===== src/rtl/elevator_top.sv =====
// -----------------------------------------------------------------------------
// elevator_top : three-floor elevator controller (single CLK_50 clock domain)
//
// A free-running divider turns CLK_50 into a slow square wave (clk, exported
// for observation only) and a one-cycle tick that paces the service FSM.
// The FSM serves floor calls, times the door, honours the weight sensor and
// toggles an SOS emergency mode that takes effect immediately (not on a tick).
//
// Ports:
//   CLK_50            in   system clock
//   reset             in   synchronous, active-high reset
//   clk               out  divided square wave, period clk_frequency cycles
//   sos_button        in   SOS push button (rising edge toggles emergency)
//   weight_sensor     in   1 = cabin overloaded
//   st/nd/rd_floor_button in  floor 1/2/3 call buttons
//   sos_led           out  1 while in EMERGENCY
//   weight_led        out  registered copy of weight_sensor
//   emergency_led     out  sos_led AND clk (blinks at divided rate)
//   st/nd/rd_floor_led out one-hot cabin position
//   door_status_led   out  1 = door open
//
// Optional feature macro: ELEVATOR_HOME_RETURN_EN
//   When defined, after 10 consecutive idle ticks with no requests away from
//   floor 1, a floor-1 request is inserted so the cabin parks at floor 1.
// -----------------------------------------------------------------------------
module elevator_top #(
  parameter int clk_frequency = 50000000,
  parameter int DOOR_TICKS    = 3
) (
  input  logic CLK_50,
  input  logic reset,
  output logic clk,
  input  logic sos_button,
  input  logic weight_sensor,
  input  logic st_floor_button,
  input  logic nd_floor_button,
  input  logic rd_floor_button,
  output logic sos_led,
  output logic weight_led,
  output logic emergency_led,
  output logic st_floor_led,
  output logic nd_floor_led,
  output logic rd_floor_led,
  output logic door_status_led
);

  localparam int CW = (clk_frequency > 2) ? $clog2(clk_frequency) : 1;
  localparam int TW = $clog2(DOOR_TICKS + 1);
  localparam logic [CW-1:0] CNT_MAX  = CW'(clk_frequency - 1);
  localparam logic [CW-1:0] CNT_HALF = CW'(clk_frequency / 2);
  localparam logic [TW-1:0] T_LOAD   = TW'(DOOR_TICKS);

  typedef enum logic [1:0] {
    IDLE      = 2'd0,
    MOVING    = 2'd1,
    DOOR_OPEN = 2'd2,
    EMERGENCY = 2'd3
  } state_t;

  // One step of the one-hot floor position; callers only step when a request
  // exists in that direction, so the cabin never leaves floors 1..3.
  function automatic logic [2:0] step_floor(input logic [2:0] f, input logic up);
    return up ? (f << 1) : (f >> 1);
  endfunction

  // ---------------- divider ----------------
  logic [CW-1:0] cnt_q, cnt_d;
  logic          clk_q;
  logic          tick;

  always_comb begin
    tick  = (cnt_q == CNT_MAX);
    cnt_d = tick ? '0 : cnt_q + CW'(1);
  end

  // ---------------- control state ----------------
  state_t        state_q, state_d;
  logic [2:0]    floor_q, floor_d;   // one-hot, bit0 = floor 1
  logic [2:0]    req_q, req_d;       // bit0 = floor 1
  logic          dir_q, dir_d;       // 1 = up
  logic [TW-1:0] timer_q, timer_d;
  logic          sos_prev_q;
  logic          weight_q;

  logic [2:0] btn;
  logic       sos_rise;
  logic       here_req, up_req, dn_req, fwd_req, rev_req;
  logic       btn_here_open;
  logic       go_up;

  always_comb begin
    btn      = {rd_floor_button, nd_floor_button, st_floor_button};
    sos_rise = sos_button & ~sos_prev_q;
    here_req = |(req_q & floor_q);
    // Requests strictly above / below the current floor.
    up_req   = |(req_q & {floor_q[1] | floor_q[0], floor_q[0], 1'b0});
    dn_req   = |(req_q & {1'b0, floor_q[2], floor_q[2] | floor_q[1]});
    fwd_req  = dir_q ? up_req : dn_req;
    rev_req  = dir_q ? dn_req : up_req;
    // Pressing the button of the floor whose door is open holds the door.
    btn_here_open = (state_q == DOOR_OPEN) && |(btn & floor_q);
  end

`ifdef ELEVATOR_HOME_RETURN_EN
  logic [3:0] home_cnt_q, home_cnt_d;
  logic       home_cond;
  assign home_cond = (state_q == IDLE) && (req_q == 3'b000) && !floor_q[0];
`endif

  always_comb begin
    state_d = state_q;
    floor_d = floor_q;
    dir_d   = dir_q;
    timer_d = timer_q;
    go_up   = 1'b0;
    // The open floor's own button never becomes a pending request.
    req_d   = req_q | (btn & ((state_q == DOOR_OPEN) ? ~floor_q : 3'b111));
    if (btn_here_open) timer_d = T_LOAD;

    if (tick) begin
      case (state_q)
        IDLE: begin
          if (here_req) begin
            req_d   = req_d & ~floor_q;
            state_d = DOOR_OPEN;
            timer_d = T_LOAD;
          end else if ((up_req || dn_req) && !weight_q) begin
            // Keep heading the same way if there is work there, otherwise
            // take whichever side has a request.
            go_up   = fwd_req ? dir_q : up_req;
            dir_d   = go_up;
            floor_d = step_floor(floor_q, go_up);
            state_d = MOVING;
          end
        end
        MOVING: begin
          if (here_req) begin
            req_d   = req_d & ~floor_q;
            state_d = DOOR_OPEN;
            timer_d = T_LOAD;
          end else if (fwd_req) begin
            floor_d = step_floor(floor_q, dir_q);
          end else if (rev_req) begin
            dir_d   = ~dir_q;
            floor_d = step_floor(floor_q, ~dir_q);
          end else begin
            state_d = IDLE;
          end
        end
        DOOR_OPEN: begin
          if (weight_q || btn_here_open) begin
            timer_d = T_LOAD;
          end else if (timer_q <= TW'(1)) begin
            // Closing on the tick that would take the count to zero gives
            // exactly DOOR_TICKS ticks of open door.
            timer_d = '0;
            state_d = IDLE;
          end else begin
            timer_d = timer_q - TW'(1);
          end
        end
        default: ;
      endcase
    end

`ifdef ELEVATOR_HOME_RETURN_EN
    home_cnt_d = home_cnt_q;
    if (!home_cond) begin
      home_cnt_d = '0;
    end else if (tick) begin
      if (home_cnt_q == 4'd9) begin
        home_cnt_d = '0;
        req_d[0]   = 1'b1;
      end else begin
        home_cnt_d = home_cnt_q + 4'd1;
      end
    end
`endif

    if (state_q == EMERGENCY) req_d = '0;

    // SOS overrides everything decided above, independent of tick phase.
    if (sos_rise) begin
      if (state_q == EMERGENCY) begin
        state_d = DOOR_OPEN;
        timer_d = T_LOAD;
      end else begin
        state_d = EMERGENCY;
        req_d   = '0;
        floor_d = floor_q;
        dir_d   = dir_q;
        timer_d = '0;
      end
    end
  end

  always_ff @(posedge CLK_50) begin
    if (reset) begin
      cnt_q      <= '0;
      clk_q      <= 1'b0;
      state_q    <= IDLE;
      floor_q    <= 3'b001;
      req_q      <= 3'b000;
      dir_q      <= 1'b1;
      timer_q    <= '0;
      sos_prev_q <= 1'b0;
      weight_q   <= 1'b0;
`ifdef ELEVATOR_HOME_RETURN_EN
      home_cnt_q <= '0;
`endif
    end else begin
      cnt_q      <= cnt_d;
      // Registered so clk is glitch-free; equals (cnt_q >= half period).
      clk_q      <= (cnt_d >= CNT_HALF);
      state_q    <= state_d;
      floor_q    <= floor_d;
      req_q      <= req_d;
      dir_q      <= dir_d;
      timer_q    <= timer_d;
      sos_prev_q <= sos_button;
      weight_q   <= weight_sensor;
`ifdef ELEVATOR_HOME_RETURN_EN
      home_cnt_q <= home_cnt_d;
`endif
    end
  end

  // ---------------- outputs ----------------
  always_comb begin
    clk             = clk_q;
    sos_led         = (state_q == EMERGENCY);
    weight_led      = weight_q;
    emergency_led   = (state_q == EMERGENCY) & clk_q;
    st_floor_led    = floor_q[0];
    nd_floor_led    = floor_q[1];
    rd_floor_led    = floor_q[2];
    door_status_led = (state_q == DOOR_OPEN) || (state_q == EMERGENCY);
  end

endmodule


===== config.mk =====
export PLATFORM = sky130hd
export DESIGN_NAME = elevator_top
export DESIGN_NICKNAME = d
export VERILOG_FILES = /design/src/rtl/elevator_top.sv
export SDC_FILE = /design/constraint.sdc
export NUM_CORES = 1
export LEC_CHECK = 0
export ABC_AREA = 0
export ABC_CLOCK_PERIOD_IN_PS = 6850
export CORE_UTILIZATION = 55
export CTS_CLUSTER_SIZE = 25
export DETAILED_ROUTE_END_ITERATION = 6
export PLACE_DENSITY = 0.75
export SETUP_SLACK_MARGIN = 0.1
export SYNTH_ARGS = -nofsm -noshare
export SYNTH_HDL_FRONTEND = slang
export SYNTH_SLANG_ARGS = --single-unit

===== constraint.sdc =====
create_clock -name CLK_50 -period 6.85 [get_ports CLK_50]
set_input_delay 1.37 -clock CLK_50 [delete_from_list [all_inputs] [get_ports CLK_50]]
set_output_delay 1.37 -clock CLK_50 [all_outputs]
set_load 0.05 [all_outputs]

**Word-level counts from Yosys, hierarchy flattened**

Index checks and enable logic that the tools add are counted.

- Flip-flop bits (word level): 40
- Input port bits: 7
- Output and inout port bits: 8
- Word-level logic and storage cells: 103

- $add $sub $neg: 2
- Magnitude comparators: 2
- Equality and inequality tests: 10
- Muxes and demuxes: 51
- Bitwise logic cells: 14
- Reductions and logical operators: 15

Operator list:

| operator | count |
|---|---|
| 2-to-1 mux 3 bit | 18 |
| 2-to-1 mux 2 bit | 16 |
| adder 26 x 1 -> 26 bit, second input constant | 1 |
| equality test 26 bit, second input constant | 1 |
| greater-or-equal comparator 26 x 25 -> 1 bit, second input constant | 1 |
| 2-to-1 mux 26 bit | 1 |
| AND 3 bit | 5 |
| 2-to-1 mux 1 bit | 12 |
| != test 4 bit, second input constant | 3 |
| OR reduction 3 bit | 4 |
| AND reduction 7 bit | 1 |
| != test 3 bit, second input constant | 2 |
| case mux 2 bit (3 select lines) | 1 |
| case mux 3 bit (2 select lines) | 1 |
| equality test 2 bit, second input constant | 2 |
| case mux 2 bit (2 select lines) | 1 |
| nonzero test 4 bit | 1 |
| AND 3 x 2 -> 3 bit | 1 |
| logical OR 1 bit | 3 |
| NOT 3 bit | 1 |
| bitwise OR 3 bit | 1 |
| AND 1 bit | 2 |
| equality test 2 x 1 -> 1 bit, second input constant | 1 |
| less-or-equal comparator 2 x 1 -> 1 bit, second input constant | 1 |
| 10 further kinds | 13 |

**Logic depth before layout (Yosys ltp)**

- Word-level depth: 12
- Gate-level depth with buffers: 9
- Depth with buffers taken out: 8

**Worst setup path before layout**

No wires, ideal clock.

- Path type: register to output
- From: reg state_q[0]
- To: out emergency_led
- Data arrival time: 1.600 ns
- Data required time: 5.480 ns
- Setup slack: 3.880 ns
- Cell stages (with the launch flop): 4
- Buffers on the path: 1
- Cells stage by stage: dfxtp_1 -> ha_1 -> clkbuf_1 -> and2_1

- Cells in the longest elaborated chain, start to end: 2

Ends and longest elaborated chain:

| item | line | RTL |
|---|---|---|
| from (decl) | 77 | `state_t state_q, state_d;` |
| from (signal assigned) | 215 | `state_q <= state_d;` |
| equality test 2 bit | - |  |
| via sos_led | 38 | `output logic sos_led,` |
| AND 1 bit | 233 | `emergency_led = (state_q == EMERGENCY) & clk_q;` |
| to (decl) | 40 | `output logic emergency_led,` |

The timed path passes the listed nets, and every way through them passes these cells.

**Worst setup path in the final report**

- From: reg state_q[0]
- To: out emergency_led

- Cells in the longest elaborated chain, start to end: 2

Ends and longest elaborated chain:

| item | line |
|---|---|
| equality test 2 bit | 233 |
| AND 1 bit | 233 |

Every way passes these cells.

==> impl_metrics.prom <==
# TYPE chip_impl_metric gauge
chip_impl_metric{name="grt_antenna_before_repair",unit=""} 0
chip_impl_metric{name="synthesis.nets",unit=""} 307
chip_impl_metric{name="iteration_count_of_the_initial_detailed_routing_pass",unit=""} 4
chip_impl_metric{name="maximum_number_of_pins_on_one_net_before_global_route_repair",unit=""} 24
chip_impl_metric{name="cts.repair.resized",unit=""} 0
chip_impl_metric{name="p_per_area",unit="nW/um^2"} 182
chip_impl_metric{name="clock_skew",unit="ns"} 0.0114
chip_impl_info{name="ctsRootBufferMaster",value="clkbuf_8"} 1
chip_impl_metric{name="cts-root-to-sink-buffers",unit=""} 2
chip_impl_metric{name="clkTransAtPathRegs",unit="ns"} 0.08
chip_impl_metric{name="cellLeakagePower",unit="nW"} 0.915
chip_impl_metric{name="timing.final.crit_period",unit="ns"} 3.42
chip_impl_info{name="rsz0062_at_grt",value="no"} 1
chip_impl_metric{name="netlist-cell-type-count",unit=""} 54
chip_impl_info{name="worst_setup_end_kind",value="output pin"} 1
chip_impl_metric{name="fin_util",unit=""} 0.643
chip_impl_metric{name="gp_congestion",unit=""} 0.911
chip_impl_metric{name="placed_area",unit="um^2"} 2480
chip_impl_metric{name="final_net_count",unit=""} 317
chip_impl_info{name="layout.cells.most_common",value="dfxtp_1"} 1
chip_impl_metric{name="synth_area_per_cell",unit="um^2"} 7.87
chip_impl_metric{name="place_hpwl",unit="um"} 3680
chip_impl_metric{name="die_height",unit="um"} 67.0
chip_impl_metric{name="layout-area-overhead-vs-synth",unit="%"} 11.5
chip_impl_metric{name="cp_data_arrival_time",unit="ns"} 2.05
chip_impl_metric{name="clkLatencyLatePin",unit="ns"} 0.30
chip_impl_metric{name="vias_in_the_first_global_route",unit=""} 1933
chip_impl_metric{name="worst-endpoint-required",unit="ns"} 5.48
chip_impl_metric{name="yosys_register_bits",unit=""} 40
chip_impl_metric{name="timing.final.max_slew_violations",unit=""} 0
chip_impl_metric{name="setup-violations-final",unit=""} 0
chip_impl_metric{name="initial_utilization",unit=""} 0.576
chip_impl_metric{name="synth_async_sr_flop_share",unit=""} 0
chip_impl_metric{name="drt_first_iter_violations",unit=""} 141
chip_impl_info{name="yosys_most_used_dff",value="dfxtp_1"} 1
chip_impl_info{name="tritoncts",value="done"} 1
chip_impl_metric{name="grt_first_pass_wirelength",unit="um"} 8640
chip_impl_info{name="setup.worst_path.class",value="flop to output pin"} 1
chip_impl_metric{name="synth_enable_flop_cells",unit=""} 0
chip_impl_metric{name="grt.overflow.total",unit=""} 0
chip_impl_metric{name="die_width",unit="um"} 67.0
chip_impl_metric{name="ant_nets",unit=""} 0
chip_impl_metric{name="routed_wire_length_per_instance",unit="um"} 14.3
chip_impl_metric{name="timing.max_cap.violations",unit=""} 0
chip_impl_metric{name="tritoncts.num_buffers",unit=""} 5
chip_impl_metric{name="final_cell_count_no_fill",unit=""} 356
chip_impl_metric{name="critPathMaxFanout",unit=""} 11
chip_impl_metric{name="cts-htree-levels",unit=""} 2
chip_impl_metric{name="final_area",unit="um^2"} 2590
chip_impl_metric{name="postCtsSetupRepairBufs",unit=""} 0
chip_impl_info{name="timing.hold.worst.class",value="flop to flop"} 1
chip_impl_metric{name="synth.yosys.warnings",unit=""} 0
chip_impl_info{name="cp-start-kind",value="flop"} 1
chip_impl_metric{name="final_hold_viol_count",unit=""} 0
chip_impl_metric{name="syn-cell-area",unit="um^2"} 2320
chip_impl_metric{name="clock.fmax",unit="MHz"} 292
chip_impl_metric{name="yosysSeqAreaShare",unit=""} 0.345
chip_impl_metric{name="placeableCoreArea",unit="um^2"} 4030
chip_impl_metric{name="wl",unit="um"} 5110
chip_impl_metric{name="relSlewSlack",unit=""} 0.450
chip_impl_metric{name="viasPerCell",unit=""} 5.96
chip_impl_metric{name="post_synth_inst_count",unit=""} 295
chip_impl_metric{name="groute.usage.overall",unit=""} 0.253
chip_impl_metric{name="max_slew.worst_pin.slew",unit="ns"} 0.824
chip_impl_info{name="status",value="finished clean"} 1
chip_impl_metric{name="regToRegSetupSlack",unit="ns"} 4.02
chip_impl_info{name="worst_setup_path_startpoint",value="state_q[0]"} 1
chip_impl_metric{name="post_route_cells_drive_above_1_share",unit=""} 0.0588
chip_impl_metric{name="detailroute.via_count",unit=""} 2120
chip_impl_metric{name="period_share",unit=""} 0.499
chip_impl_metric{name="placement.io_buffers",unit=""} 14
chip_impl_info{name="worstHoldStart",value="cnt_q[0]"} 1
chip_impl_metric{name="power.ir.vdd_worst",unit="mV"} 0.109
chip_impl_metric{name="placed_cells_incl_taps",unit=""} 348
chip_impl_info{name="layout.cells.most_common_list",value="dfxtp_1 (40), nor2_1 (35), nand2_1 (29)"} 1
chip_impl_metric{name="antennaDiodeCount",unit=""} 0
chip_impl_metric{name="num_io_pins",unit=""} 15
chip_impl_metric{name="placementRows",unit=""} 23
chip_impl_info{name="worst_r2r_startpoint",value="cnt_q[16]"} 1
chip_impl_metric{name="cts_hold_repair.buffers",unit=""} 0
chip_impl_metric{name="drt_drc_violations_left",unit=""} 0
chip_impl_metric{name="final.setup.tns",unit="ns"} 0
chip_impl_metric{name="fin_total_pwr",unit="W"} 0.000471
chip_impl_metric{name="die-area",unit="um^2"} 4480
chip_impl_metric{name="cts_num_sinks",unit=""} 40
-- Yosys cell counts (2+ instances only) --
| master | count | area share |
|---|---|---|
| and3_1 | 4 | 0.011 |
| and4_1 | 3 | 0.011 |
| a21o_1 | 3 | 0.0097 |
| nor2_1 | 35 | 0.057 |
| nand4b_1 | 2 | 0.0075 |
| o311ai_0 | 2 | 0.0075 |
| clkbuf_1 | 7 | 0.011 |
| ha_1 | 5 | 0.027 |
| xor2_1 | 14 | 0.053 |
| nor3_1 | 13 | 0.028 |
| inv_1 | 8 | 0.013 |
| a22oi_1 | 3 | 0.0097 |
| nor3b_1 | 2 | 0.0065 |
| mux2i_1 | 3 | 0.013 |
| buf_2 | 3 | 0.0065 |
| or2_2 | 3 | 0.0081 |
| nor2b_1 | 5 | 0.013 |
| and2_1 | 2 | 0.0054 |
| o21ai_0 | 13 | 0.028 |
| nand3_1 | 13 | 0.028 |
| nand2_1 | 29 | 0.047 |
| nand4_1 | 9 | 0.024 |
| a31oi_1 | 3 | 0.0081 |
| nor4_1 | 5 | 0.013 |
| dfxtp_1 | 40 | 0.35 |
| nand2b_1 | 4 | 0.011 |
| a21oi_1 | 17 | 0.037 |
| or4_1 | 2 | 0.0065 |
| xnor2_1 | 12 | 0.045 |
| or3_1 | 6 | 0.016 |
| o2111ai_1 | 2 | 0.0075 |
-- area by class of cell --
type,instances,area (um^2)
Fill cell,380,1440
Clock inverter,2,35.0
Sequential cell,40,801
Multi-Input combinational cell,235,1440
Tap cell,50,62.6
Timing Repair Buffer,15,148
Clock buffer,6,72.6
Inverter,8,30.0
-- sequential cells by signal, summed over array words and instances (netlist names) --
name,cells
timer_q,2
cnt_q,26
clk,1
floor_q,3
req_q,3
sos_prev_q,1
state_q,2
weight_led,1
dir_q,1
-- routing by layer --
| metal | global-route usage | vias up | wire length [um] |
|---|---|---|---|
| li1 | - | 1072 | - |
| met1 | 0.305 | 967 | 2300 |
| met2 | 0.431 | 74 | 2460 |
| met3 | 0.0548 | 7 | 285 |
| met4 | 0.104 | 0 | 62 |
| met5 | 0 | - | 0 |
-- kinds of logic after synthesis --
family,count (synthesis),synth area share
xor+xnor,26,0.0981
mux,3,0.0129
buf+inv,20,0.0345
flops,40,0.345
fa+ha+maj,5,0.0270
simple gates,146,0.333
compound gates,55,0.150
-- worst max-delay path: stages (launching register included) --
cell and delay, ns:
dfxtp_1 0.39, ha_1 0.39, and2_1 0.18, clkdlybuf4s50_1 0.79
-- through the flow --
stage | worst slack (ns) | hold WS [ns]
after detailed placement | 3.09 | 0.494
after global placement | 3.15 | 0.472
final | 3.43 | 0.502
after global routing | 3.30 | 0.527
after floorplan | 3.88 | 0.451
after CTS | 3.40 | 0.516
-- worst paths after layout --
check | endpoint | cells after the start
max | emergency_led | 3
min reg2reg | cnt_q[0] | 1
max reg2reg | clk | 7
min | cnt_q[0] | 1
-- power breakdown --
group	switching, W	internal (W)
Clock	0.0000805	0.000108
Combinational	0.0000239	0.0000163
Sequential	0.00000536	0.000237
Total	0.000110	0.000361
No activity file was read; power rests on OpenSTA's default activity.
